File: src/rtl/seq_detector.sv
// Purpose : serial pattern detector; pulses out for one cycle when the last W bits equal PATTERN (overlapping matches allowed).
// Latency : out is registered and rises right after the edge that samples the final pattern bit.
// Backpressure: none; one input bit is consumed on every rising clk edge.
//
// Ports:
//   clk         - system clock, rising-edge sampling
//   reset       - asynchronous active-low reset
//   in          - serial data bit
//   out         - one-cycle match pulse (registered)
//   match_count - saturating 8-bit match counter (only when SEQ_GEN_COUNT_EN is defined)
//
// Build option: define SEQ_GEN_COUNT_EN to add the match_count output and its counter.
module seq_detector #(
    parameter int             W       = 4,
    parameter logic [W-1:0]   PATTERN = 4'b1101
) (
    input  logic       clk,
    input  logic       reset,
    input  logic       in,
`ifdef SEQ_GEN_COUNT_EN
    output logic [7:0] match_count,
`endif
    output logic       out
);

    localparam int            CW        = $clog2(W + 1);
    localparam logic [CW-1:0] FILL_MAX  = CW'(W);
    localparam logic [CW-1:0] FILL_LAST = CW'(W - 1);

    logic [W-1:0]  hist;
    logic [W-1:0]  hist_nxt;
    logic [CW-1:0] fill;
    logic          full_nxt;
    logic          hit;

    // Newest bit enters the LSB, so hist[W-1] is the oldest bit, matching
    // PATTERN's MSB-first ordering.
    assign hist_nxt = (hist << 1) | W'(in);

    // The window is complete once the bit being sampled now is the W-th since
    // reset; this keeps the zero-filled register from faking a match.
    assign full_nxt = (fill >= FILL_LAST);
    assign hit      = full_nxt && (hist_nxt == PATTERN);

    always_ff @(posedge clk or negedge reset) begin
        if (!reset) begin
            hist <= '0;
            fill <= '0;
            out  <= 1'b0;
        end else begin
            hist <= hist_nxt;
            if (fill != FILL_MAX) begin
                fill <= fill + 1'b1;
            end
            out  <= hit;
        end
    end

`ifdef SEQ_GEN_COUNT_EN
    // Counts on the same edge that raises out; holds at 255 instead of wrapping.
    always_ff @(posedge clk or negedge reset) begin
        if (!reset) begin
            match_count <= 8'd0;
        end else if (hit && (match_count != 8'hFF)) begin
            match_count <= match_count + 8'd1;
        end
    end
`endif

endmodule

File: config.mk
export PLATFORM = sky130hd
export DESIGN_NAME = seq_detector
export DESIGN_NICKNAME = d
export VERILOG_FILES = /design/src/rtl/seq_detector.sv
export SDC_FILE = /design/constraint.sdc
export NUM_CORES = 1
export LEC_CHECK = 0
export BUFFER_PORTS_ARGS = -buffer_cell sky130_fd_sc_hd__buf_2
export CORE_AREA = 5 5 42 44
export DETAILED_ROUTE_END_ITERATION = 7
export DIE_AREA = 0 0 47 49
export GPL_TIMING_DRIVEN = 0
export PLACE_DENSITY_LB_ADDON = 0.2
export SKIP_CTS_REPAIR_TIMING = 1
export SLEW_MARGIN = 20
export SYNTH_ARGS = -nofsm -noshare
export SYNTH_HDL_FRONTEND = slang
export SYNTH_SLANG_ARGS = --single-unit
export TNS_END_PERCENT = 50
File: constraint.sdc
create_clock -name clk -period 1.5 [get_ports clk]
set_input_delay 0.15 -clock clk [delete_from_list [all_inputs] [get_ports clk]]
set_output_delay 0.15 -clock clk [all_outputs]
set_load 0.01 [all_outputs]
==> metrics <==
Rel. slew slack 87.00%; Cell variety after synth 10; Syn Area/Cell 13.89 µm²; Layout Utilization 24.91%; Crit. End Element register; critical path class reg -> reg; Die Y between 40 and 50 µm; routed length per instance about 10 µm; Worst Tran Pin Value a little under 0.2 ns; final period utilization between 70% and 80%; remaining antenna violation count 0; Syn-to-layout area delta 25.68%; nets 35; main flop type after synthesis dfrtp_1; Yosys warning count 0; antenna violations before repair 0; Layout Cells excl Fill 44; Num CTS Buffers 3; CP required between 1.5 and 2 ns; port bufs 3; Worst-path clk slew around 0.060 ns; Synth Instances 20; htree depth 1; Root Driver clkbuf_4; Setup-failing EPs final 0; post-synthesis sequential area ratio a little over three fifths; Final TNS setup 0 ns; hold wc startpoint in; worst reg2reg path startpoint fill[1]$_DFFE_PN0P_; die width roughly 47 µm; CP startpoint fill[1]$_DFFE_PN0P_; crit path time final 1.182 ns; # diodes 0; largest area contributor in the netlist dfrtp_1; Setup Skew between 0.003 and 0.004 ns; peak supply drop 0.3690 mV; number of synthesized flops with an enable pin 0; Leak Pwr roughly 0.18 nW; Commonest cells post-synth dfrtp_1, ha_1, inv_1; CTS Sinks 7; top cells by area, synth dfrtp_1, ha_1, mux2_4; drt initial violations 0; Max clock buf depth 2; Vias about 160; internal reg-to-reg setup slack 0.32 ns; share of layout cells above drive strength 1 between 20% and 30%; die area around 2300 µm²; first-pass GRT wire length 814 µm; Starting Density 19.82%; WL final about 450 µm; Post-Syn Area about 280 µm²; Pre-Repair DR Iteration Count 1; Hold Vio Cnt, Final 0; CTS tree yes; most numerous cell in the Yosys netlist dfrtp_1; gpl congestion a little under 0.7; vias in the first global route approximately 180; grt ovf 0; pin count of the biggest net entering global routing 8; post-synth top area share a little over three fifths; fmax ~0.85 GHz; Post-synth ARST share 100.0%; Seq cells post-synth 7; vias per inst 3.682; Ports 4; Core ar. around 1400 µm²; Arr. time, crit path roughly 1.3 ns; Slew Limit Fails 0; crit-path max FO 4; HPWL Detailed between 300 and 400 µm; CP startpoint kind register; Min-Delay Path Class in -> reg; num rows 14; Residual DRC 0; syn nets 26; filler cell count 159; clk_lat worst skew about 0.25 ns; max-cap violations 0; status completed; power density over the cells around 1100 nW/µm²; All-Layer GR Usage under 10%; placed cell count 39; unrepaired setup endpoints after global routing false
[cell usage in the layout, fill, tap and decap left out]
cell type	instances
nand4b_1	1
a211oi_1	1
clkbuf_4	3
nor2_1	1
mux2_4	1
xnor2_1	1
dlygate4sd3_1	1
clkbuf_1	1
nand2_1	1
nand2_2	1
dfrtp_1	7
inv_1	3
ha_1	3
buf_2	3
[worst max-delay path: stages (launching register included)]
cell	delay (ns)
dfrtp_1	0.41
ha_1	0.20
ha_1	0.17
a211oi_1	0.21
nor2_1	0.07
[registers in the layout, indices dropped and copies added (netlist names)]
name  flops
hist      3
fill      3
out       1
[metrics by stage]
| stage | worst slack, ns | total power [mW] | instance area, µm² | hold WS, ns |
|---|---|---|---|---|
| floorplan | 0.3927 | 0.1998 | 277.8 | -0.1456 |
| global placement | 0.3292 | 0.2071 | 312.8 | -0.01327 |
| detailed placement | 0.2931 | 0.2080 | 312.8 | -0.005714 |
| CTS | 0.2855 | 0.3853 | 339.1 | -0.2783 |
| global route | 0.2047 | 0.4084 | 349.1 | 0.006143 |
| finish | 0.3185 | 0.3780 | 349.1 | 0.02779 |
[power breakdown]
| part | leakage (nW) | internal [mW] | total (mW) | switching (mW) |
|---|---|---|---|---|
| sequential | 0.0854 | 0.194 | 0.195 | 0.00174 |
| clock | 0.0150 | 0.102 | 0.172 | 0.0706 |
| combinational | 0.0799 | 0.00485 | 0.0103 | 0.00545 |
| total | 0.180 | 0.300 | 0.378 | 0.0778 |
[area by class of cell]
cell class / instances / area [µm²] / area share (%)
clock buffers: 4 / 26.28 / 7.527
inverters: 3 / 11.26 / 3.226
multi-input cells: 10 / 91.34 / 26.16
flip-flops and latches: 7 / 175.2 / 50.18
well taps: 16 / 20.02 / 5.735
repair buffers: 4 / 25.02 / 7.168
[final timing paths]
path	endpoint	cells past startpoint
worst max register to register	out$_DFF_PN0_	4
max in group asynchronous	fill[2]$_DFFE_PN0P_	2
worst min register to register	hist[1]$_DFF_PN0_	0
worst min-delay path	hist[0]$_DFF_PN0_	1
min in group asynchronous	hist[2]$_DFF_PN0_	2
worst max-delay path	out$_DFF_PN0_	4
[layer usage]
layer | vias to the layer above | global-route usage, % | routed length [µm]
li1 | 79 | - | -
met1 | 79 | 5.393 | 175
met2 | 4 | 6.787 | 230
met3 | 0 | 4.428 | 45
met4 | 0 | 6.912 | 0
met5 | - | 0 | 0
[logic make-up after synthesis]
| kind of cell | share of synthesized area, % |
|---|---|
| AO/OA/AOI/OAI | 2.704 |
| XOR/XNOR | 3.154 |
| adder cells (fa/ha/maj) | 13.51 |
| buffers and inverters | 4.054 |
| flip-flops | 63.06 |
| multiplexers | 5.404 |
| AND/OR/NAND/NOR | 8.108 |
Power figures use the tool's default switching activity.
